**config.mk**
```make
export PLATFORM = sky130hd
export DESIGN_NAME = packet_serializer_flat
export DESIGN_NICKNAME = d
export VERILOG_FILES = /design/src/rtl/packet_serializer_pkg.sv /design/src/rtl/packet_serializer_if.sv /design/src/rtl/packet_serializer.sv /design/src/flat_wrapper.sv
export SDC_FILE = /design/constraint.sdc
export NUM_CORES = 1
export LEC_CHECK = 0
export CAP_MARGIN = 10
export CORE_MARGIN = 2
export CORE_UTILIZATION = 56
export DETAILED_ROUTE_END_ITERATION = 10
export PLACE_DENSITY = 0.9
export SETUP_SLACK_MARGIN = 0.1
export SLEW_MARGIN = 20
export SYNTH_ARGS = -nofsm -noshare
export SYNTH_HDL_FRONTEND = slang
export SYNTH_SLANG_ARGS = --single-unit
```
**constraint.sdc**
```tcl
create_clock -name i_clk -period 4.1 [get_ports i_clk]
set_input_delay 1.23 -clock i_clk [delete_from_list [all_inputs] [get_ports i_clk]]
set_output_delay 1.23 -clock i_clk [all_outputs]
set_load 0.02 [all_outputs]
```
**src/rtl/packet_serializer_pkg.sv**
```systemverilog
// Shared definitions for the AXI-Stream to UART byte serializer.
// SERIALIZER_CHECKSUM_EN adds the trailing XOR checksum state.
package packet_serializer_pkg;

  localparam int PACKET_SIZE_DEF = 8;
  localparam int DATA_WIDTH_DEF  = 8 * PACKET_SIZE_DEF;
  localparam int CSUM_MAX_BYTES  = 64;

`ifdef SERIALIZER_CHECKSUM_EN
  typedef enum logic [1:0] {
    ST_IDLE = 2'd0,
    ST_SEND = 2'd1,
    ST_CSUM = 2'd2
  } state_t;
`else
  typedef enum logic [0:0] {
    ST_IDLE = 1'b0,
    ST_SEND = 1'b1
  } state_t;
`endif

  // XOR of the low nbytes bytes; callers zero-extend their payload to the max width.
  function automatic logic [7:0] csum_xor(input logic [8*CSUM_MAX_BYTES-1:0] data,
                                          input int unsigned               nbytes);
    logic [7:0] acc;
    acc = '0;
    for (int unsigned k = 0; k < CSUM_MAX_BYTES; k++) begin
      if (k < nbytes) acc ^= data[8*k +: 8];
    end
    return acc;
  endfunction

endpackage

```
**src/rtl/packet_serializer_if.sv**
```systemverilog
// Handshake bundle between the stream source, the serializer and the UART transmitter.
// The slave modport is the serializer's view; master is the environment's view.
interface packet_serializer_if
  import packet_serializer_pkg::*;
#(
  parameter int DATA_WIDTH = DATA_WIDTH_DEF
) ();

  logic [DATA_WIDTH-1:0] i_s_axis_tdata;
  logic                  i_s_axis_tvalid;
  logic                  i_s_axis_tlast;
  logic                  o_s_axis_tready;
  logic [7:0]            o_uart_data;
  logic                  o_uart_valid;
  logic                  i_uart_ready;
  logic                  o_frame_err;

  modport slave (
    input  i_s_axis_tdata, i_s_axis_tvalid, i_s_axis_tlast, i_uart_ready,
    output o_s_axis_tready, o_uart_data, o_uart_valid, o_frame_err
  );

  modport master (
    output i_s_axis_tdata, i_s_axis_tvalid, i_s_axis_tlast, i_uart_ready,
    input  o_s_axis_tready, o_uart_data, o_uart_valid, o_frame_err
  );

endinterface

```
**src/rtl/packet_serializer.sv**
```systemverilog
// Captures one AXI-Stream beat and emits it LSB byte first over a valid/ready UART port.
// Defining SERIALIZER_CHECKSUM_EN appends an XOR-of-payload byte to every packet.
module packet_serializer
  import packet_serializer_pkg::*;
#(
  parameter int PACKET_SIZE = PACKET_SIZE_DEF,
  parameter int DATA_WIDTH  = DATA_WIDTH_DEF
) (
  input  logic                i_clk,
  input  logic                i_rst_n,
  packet_serializer_if.slave  bus
);

  localparam int                CNT_W    = $clog2(PACKET_SIZE + 1);
  localparam logic [CNT_W-1:0] LAST_IDX = CNT_W'(PACKET_SIZE - 1);

  if (DATA_WIDTH != 8 * PACKET_SIZE) begin : g_width_check
    $error("packet_serializer: DATA_WIDTH must equal 8*PACKET_SIZE");
  end

  state_t                r_state;
  logic [CNT_W-1:0]      r_cnt;
  logic [DATA_WIDTH-1:0] r_hold;
  logic                  r_tready;
  logic                  r_valid;
  logic [7:0]            r_data;
  logic                  r_ferr;

  logic                  w_accept;
  logic                  w_xfer;
  logic [CNT_W-1:0]      w_next_cnt;
  logic [7:0]            w_next_byte;

  assign w_accept    = bus.i_s_axis_tvalid && r_tready;
  assign w_xfer      = r_valid && bus.i_uart_ready;
  // Saturate at the final index so the byte select never reaches past the payload.
  assign w_next_cnt  = (r_cnt == LAST_IDX) ? r_cnt : r_cnt + CNT_W'(1);
  assign w_next_byte = r_hold[8*w_next_cnt +: 8];

`ifdef SERIALIZER_CHECKSUM_EN
  logic [7:0] w_csum;
  assign w_csum = csum_xor((8*CSUM_MAX_BYTES)'(r_hold), PACKET_SIZE);
`endif

  always_ff @(posedge i_clk or negedge i_rst_n) begin
    if (!i_rst_n) begin
      r_state  <= ST_IDLE;
      r_cnt    <= '0;
      r_hold   <= '0;
      r_tready <= 1'b0;
      r_valid  <= 1'b0;
      r_data   <= '0;
      r_ferr   <= 1'b0;
    end else begin
      r_ferr <= 1'b0;
      case (r_state)
        ST_IDLE: begin
          r_tready <= 1'b1;
          r_valid  <= 1'b0;
          if (w_accept) begin
            r_hold   <= bus.i_s_axis_tdata;
            r_cnt    <= '0;
            r_data   <= bus.i_s_axis_tdata[7:0];
            r_valid  <= 1'b1;
            r_tready <= 1'b0;
            r_ferr   <= !bus.i_s_axis_tlast;
            r_state  <= ST_SEND;
          end
        end
        ST_SEND: begin
          if (w_xfer) begin
            if (r_cnt == LAST_IDX) begin
`ifdef SERIALIZER_CHECKSUM_EN
              r_data   <= w_csum;
              r_state  <= ST_CSUM;
`else
              r_valid  <= 1'b0;
              r_tready <= 1'b1;
              r_state  <= ST_IDLE;
`endif
            end else begin
              r_cnt  <= w_next_cnt;
              r_data <= w_next_byte;
            end
          end
        end
`ifdef SERIALIZER_CHECKSUM_EN
        ST_CSUM: begin
          if (w_xfer) begin
            r_valid  <= 1'b0;
            r_tready <= 1'b1;
            r_state  <= ST_IDLE;
          end
        end
`endif
        default: begin
          r_valid  <= 1'b0;
          r_tready <= 1'b0;
          r_state  <= ST_IDLE;
        end
      endcase
    end
  end

  assign bus.o_s_axis_tready = r_tready;
  assign bus.o_uart_valid    = r_valid;
  assign bus.o_uart_data     = r_data;
  assign bus.o_frame_err     = r_ferr;

endmodule

```
**src/flat_wrapper.sv**
```systemverilog
// flat-port wrapper written by rule: the top's interface ports become plain ports
module packet_serializer_flat import packet_serializer_pkg::*;
#(
  parameter int PACKET_SIZE = PACKET_SIZE_DEF,
  parameter int DATA_WIDTH  = DATA_WIDTH_DEF
)
  (i_clk, i_rst_n, bus_i_s_axis_tdata, bus_i_s_axis_tvalid, bus_i_s_axis_tlast, bus_i_uart_ready, bus_o_s_axis_tready, bus_o_uart_data, bus_o_uart_valid, bus_o_frame_err);
  packet_serializer_if #(.DATA_WIDTH(DATA_WIDTH)) bus_i ();
  input  logic i_clk;
  input  logic i_rst_n;
  input wire logic [$bits(bus_i.i_s_axis_tdata)-1:0] bus_i_s_axis_tdata;
  input wire logic [$bits(bus_i.i_s_axis_tvalid)-1:0] bus_i_s_axis_tvalid;
  input wire logic [$bits(bus_i.i_s_axis_tlast)-1:0] bus_i_s_axis_tlast;
  input wire logic [$bits(bus_i.i_uart_ready)-1:0] bus_i_uart_ready;
  output wire logic [$bits(bus_i.o_s_axis_tready)-1:0] bus_o_s_axis_tready;
  output wire logic [$bits(bus_i.o_uart_data)-1:0] bus_o_uart_data;
  output wire logic [$bits(bus_i.o_uart_valid)-1:0] bus_o_uart_valid;
  output wire logic [$bits(bus_i.o_frame_err)-1:0] bus_o_frame_err;
  assign bus_i.i_s_axis_tdata = bus_i_s_axis_tdata;
  assign bus_i.i_s_axis_tvalid = bus_i_s_axis_tvalid;
  assign bus_i.i_s_axis_tlast = bus_i_s_axis_tlast;
  assign bus_i.i_uart_ready = bus_i_uart_ready;
  assign bus_o_s_axis_tready = bus_i.o_s_axis_tready;
  assign bus_o_uart_data = bus_i.o_uart_data;
  assign bus_o_uart_valid = bus_i.o_uart_valid;
  assign bus_o_frame_err = bus_i.o_frame_err;
  packet_serializer #(.PACKET_SIZE(PACKET_SIZE), .DATA_WIDTH(DATA_WIDTH)) u_core (.i_clk(i_clk), .i_rst_n(i_rst_n), .bus(bus_i));
endmodule
```
Word-level counts from Yosys, hierarchy flattened
Cells that the tools add are included.
{"block": "op_classes", "n_addsub": 1, "n_eq_ne": 5, "n_shift": 1, "n_mux": 22, "bitwise_logic": 1, "reduce_logical": 6}
{"operator": "variable part select 64 x 8 -> 8 bit", "count": 1}
{"operator": "2-to-1 mux 8 bit", "count": 3}
{"operator": "2-to-1 mux 4 bit", "count": 4}
{"operator": "case mux 8 bit (2 select lines)", "count": 1}
{"operator": "2-to-1 mux 1 bit", "count": 10}
{"operator": "case mux 4 bit (2 select lines)", "count": 1}
{"operator": "!= test 2 bit, second input constant", "count": 3}
{"operator": "case mux 1 bit (2 select lines)", "count": 3}
{"operator": "adder 4 x 1 -> 4 bit, second input constant", "count": 1}
{"operator": "== test 4 x 3 -> 1 bit, second input constant", "count": 1}
{"operator": "AND reduction 2 bit", "count": 2}
{"operator": "AND reduction 3 bit", "count": 1}
{"operator": "logical AND 1 bit", "count": 2}
{"operator": "!= test 2 x 1 -> 1 bit, second input constant", "count": 1}
{"operator": "logical NOT 1 bit", "count": 1}
{"operator": "inverter 1 bit", "count": 1}
{"block": "totals", "register_bits": 80, "input_bits": 69, "output_inout_bits": 11, "wordCells": 43}

Longest topological paths before layout
{"block": "depth", "ltp_word": 6, "mapped_depth": 8, "ltp_nobuf": 6}

Least setup slack after synthesis
No wires, ideal clock.
{"block": "synth_path", "path_type": "input -> register", "from": "in bus_i_s_axis_tvalid", "to": "reg u_core.r_hold[10]", "arrival_time_ns": 2.248, "setup_slack_ns": 1.787, "stages": 7, "n_path_buf": 3, "cell_sequence": "nand2_1 -> or2_1 -> clkbuf_1 -> clkbuf_1 -> buf_1 -> nand2_1 -> nand2_1"}
{"block": "synth_between", "elab_chain_len": 2}
{"item": "start, declared", "line_no": "flat_wrapper.sv:12", "rtl": "input wire logic [$bits(bus_i.i_s_axis_tvalid)-1:0] bus_i_s_axis_tvalid;"}
{"item": "logical AND 1 bit", "line_no": "packet_serializer.sv:34", "rtl": "assign w_accept = bus.i_s_axis_tvalid && r_tready;"}
{"item": "AND reduction 2 bit (no line)"}
{"item": "end signal, assigned", "line_no": "packet_serializer.sv:61", "rtl": "r_hold <= bus.i_s_axis_tdata;"}
{"item": "end, declared", "line_no": "packet_serializer.sv:23", "rtl": "logic [DATA_WIDTH-1:0] r_hold;"}
Every way passes these cells.
A chain may end at the register's enable or synchronous reset.

Final worst setup path
{"block": "layout_path", "from": "reg u_core.r_cnt[1]", "to": "reg u_core.r_data[2], in the netlist u_core.bus.o_uart_data[2]"}
{"block": "layout_between", "elab_chain_len": 6}
{"item": "start, declared", "line_no": "packet_serializer.sv:22", "rtl": "logic [CNT_W-1:0] r_cnt;"}
{"item": "start signal, assigned", "line_no": "packet_serializer.sv:82", "rtl": "r_cnt <= w_next_cnt;"}
{"item": "adder 4 x 1 -> 4 bit / == test 4 x 3 -> 1 bit (equally long branches)", "line_no": "packet_serializer.sv:37, packet_serializer.sv:72"}
{"item": "2-to-1 mux 4 bit", "line_no": "packet_serializer.sv:37", "rtl": "assign w_next_cnt = (r_cnt == LAST_IDX) ? r_cnt : r_cnt + CNT_W'(1);"}
{"item": "variable part select 64 x 8 -> 8 bit", "line_no": "packet_serializer.sv:38", "rtl": "assign w_next_byte = r_hold[8*w_next_cnt +: 8];"}
{"item": "2-to-1 mux 8 bit", "line_no": "packet_serializer.sv:72", "rtl": "if (r_cnt == LAST_IDX) begin"}
{"item": "2-to-1 mux 8 bit", "line_no": "packet_serializer.sv:71", "rtl": "if (w_xfer) begin"}
{"item": "case mux 8 bit (2 select lines)", "line_no": "packet_serializer.sv:56", "rtl": "case (r_state)"}
{"item": "end signal, assigned", "line_no": "packet_serializer.sv:63", "rtl": "r_data <= bus.i_s_axis_tdata[7:0];"}
{"item": "end signal, assigned", "line_no": "packet_serializer.sv:83", "rtl": "r_data <= w_next_byte;"}
{"item": "end, declared", "line_no": "packet_serializer.sv:26", "rtl": "logic [7:0] r_data;"}
Parallel ways exist; a longest one is shown, timed or not. The select of a mux whose other input is x is not followed.

==> out/results.tsv <==
metric	value	unit
status	finished clean	
drtAntennaViolNets	0	
worstSetupPathType	register to register	
swShare	40.30	%
crit_fanout	18	
ios	80	
syn_area_per_cell	9.054	sq um
cts_num_sinks	80	
area_delta_synth_final	24.12	%
worst_pin_slew	980.1	ps
drt_iter0_markers	168	
synth_nets	514	
hold_violations	0	
vias	3326	
dp_hpwl	6.189	mm
slew_violations	0	
yosys.area.top_type	dfrtp_1	
ys.flop_type	dfrtp_1	
synth_edf_count	0	
portBuffers	79	
yosys_warnings	0	
synth-seq-cells	80	
dp_cells	594	
cts-resized-gates	0	
endpoint_kind	register	
dieHeight	88.73	um
placed_cell_area	4785	sq um
rows	30	
crit_arrival	2890	ps
fin_crit	2669	ps
p_per_area	725.0	nW/um^2
antenna_found_initial	0	
seq_area_frac_synth	49.80	%
synth.cell_area	4020	sq um
finalNetCount	579	
placeableCoreArea	6869	sq um
combPwrFrac	44.6	%
synth_area_leaders	dfrtp_1 50%, nand2_1 19%, mux2i_1 4.7%	
p_int	2160	uW
firstDrtPassIters	4	
tritoncts	yes	
clkTransAtPathRegs	80	ps
max_stage_delay	680	ps
viasPerCell	5.452	
gp_congestion	0.8195	
grt_start_max_net_pins	81	
post_cts_buffers	0	
setup_violations	0	
cts-hold-fix-buffers	0	
grt.total_usage	23.87	%
clock_path_buffers	2	
clock-root-buffer	clkbuf_8	
min_path_cells	2	
reg2regPathDepth	6	
route.detailed.drc	0	
path_cells	ha_1 > nor2_1 > or2_1 > nand2b_1 > o211ai_1 > o221ai_2	
drive_gt1_share	8.366	%
grt_pass1_vias	3200	
overflow	0	
diodes	0	
hold_path_class	register to register	
finalCritPeriodShare	65.11	%
grt_first_pass_wirelength	14.27	mm
skew	6.775	ps
fmaxAchievable	0.3746	GHz
htree_levels	3	
routed_wirelength	8.978	mm
p_clk_share	16.3	%
die-width	88.73	um
dieArea	7872	sq um
p_seq_share	39.1	%
reg2reg_setup_slack	1430	ps
p_sw	1458	uW
wl_per_cell	14.72	um
fin_util	72.64	%
relSlewSlack	34.66	%
synth_cell_types	39	
cts_made_buffers	9	
async_flop_share	100.0	%
cpLargestDelayFamily	simple AND/OR/NAND/NOR gates	
cp.depth	6	
layout.cells.non_filler	610	
synth_most_common_cell	nand2_1	
max_cap_viol_count	0	
peakVddDrop	0.0004161	V
syn_inst	444	
start_kind	register	
initial_utilization	58.52	%
cp_data_required_time	4320	ps
fillers	522	
cp_slowest_cell	dfrtp_1	
synthTopCellsByCount	199 x nand2_1, 80 x dfrtp_1, 19 x mux2i_1, 16 x or3_1, 13 x clkbuf_1	
leakage	0.002408	uW
clk_latency	350	ps
worst-path-buf-inv	0	
fin_setup_tns	0	ps
rsz0062_at_grt	no	
final_area	4990	sq um
yosys.area.top_type_share	49.80	%
-- final timing paths --
check	from	endpoint
hold / removal	u_core.r_hold[46]$_DFFE_PN0P_	u_core.r_hold[46]$_DFFE_PN0P_
setup / recovery	u_core.r_cnt[1]$_DFFE_PN0P_	u_core.bus.o_uart_data[2]$_DFFE_PN0P_
min in group asynchronous	i_rst_n	u_core.r_hold[51]$_DFFE_PN0P_
hold reg to reg	u_core.r_hold[46]$_DFFE_PN0P_	u_core.r_hold[46]$_DFFE_PN0P_
max in group asynchronous	i_rst_n	u_core.r_hold[5]$_DFFE_PN0P_
setup reg to reg	u_core.r_cnt[1]$_DFFE_PN0P_	u_core.bus.o_uart_data[2]$_DFFE_PN0P_
-- kinds of logic after synthesis --
family	synth area share, %
simple gates	25.80
buf+inv	5.322
mux	6.971
flops	49.80
compound gates	11.58
fa+ha+maj	0.3112
xor+xnor	0.2179
-- worst register-to-register path: stages (launching register included) --
cell	delay (ps)
dfrtp_1	680
ha_1	380
nor2_1	90
or2_1	430
nand2b_1	400
o211ai_1	420
o221ai_2	140
-- placed cells by master (no fill, tap or decap), types with 2 or more instances in the layout --
master,Yosys,routed
a211o_1,8,8
a21oi_1,11,11
a221o_1,5,5
a221o_2,3,3
and3_1,2,2
buf_4,3,4
clkbuf_8,1,10
clkdlybuf4s50_1,0,78
clkinvlp_4,0,2
dfrtp_1,80,80
inv_1,10,10
mux2_1,6,6
mux2_2,2,2
mux2i_1,19,19
nand2_1,199,199
nand2b_1,2,2
nand3_1,10,10
nor2_1,8,7
nor2b_1,2,2
o211ai_1,6,6
o211ai_2,2,2
o21ai_1,3,3
o221ai_2,8,8
or3_1,16,16
-- through the flow --
step                      setup slack, ps  hold slack (ps)  power, uW
final                                1431            475.3       3618
after global routing                 1229            505.2       3864
after CTS                            1436            477.2       3621
after detailed placement             1069            457.3       3033
after global placement               1027            455.2       2944
after floorplan                      1787            439.0       2602
-- final cells by class --
class	count	area (sq um)	share of cell area, %
inverter	10	37.54	0.7523
sequential	80	2002	40.12
timing repair buffer	82	810.8	16.25
clock inverter	6	67.56	1.354
tap	96	120.1	2.407
multi-input combinational	326	1814	36.36
clock buffer	10	137.6	2.758
-- layer usage --
metal  wire (um)  vias to the layer above  GRT usage (%)
met5           0                        -              0
met4         287                        0          11.43
met3         494                       24          4.011
met2        4366                       99          40.16
met1        3829                     1599          29.95
li1            -                     1604              -
-- flip-flops by register name, indices dropped and copies added (netlist names) --
name	flops
u_core.bus.o_frame_err	1
u_core.bus.o_s_axis_tready	1
u_core.bus.o_uart_data	8
u_core.bus.o_uart_valid	1
u_core.r_cnt	4
u_core.r_hold	64
u_core.r_state	1
-- power by group through the flow --
stage	clock (uW)	combinational, uW	sequential, uW
after floorplan	0	1220	1380
after global placement	0	1540	1400
after detailed placement	0	1610	1420
after CTS	597	1620	1410
after global routing	627	1780	1450
final	590	1610	1410
No activity file was read; power rests on OpenSTA's default activity.
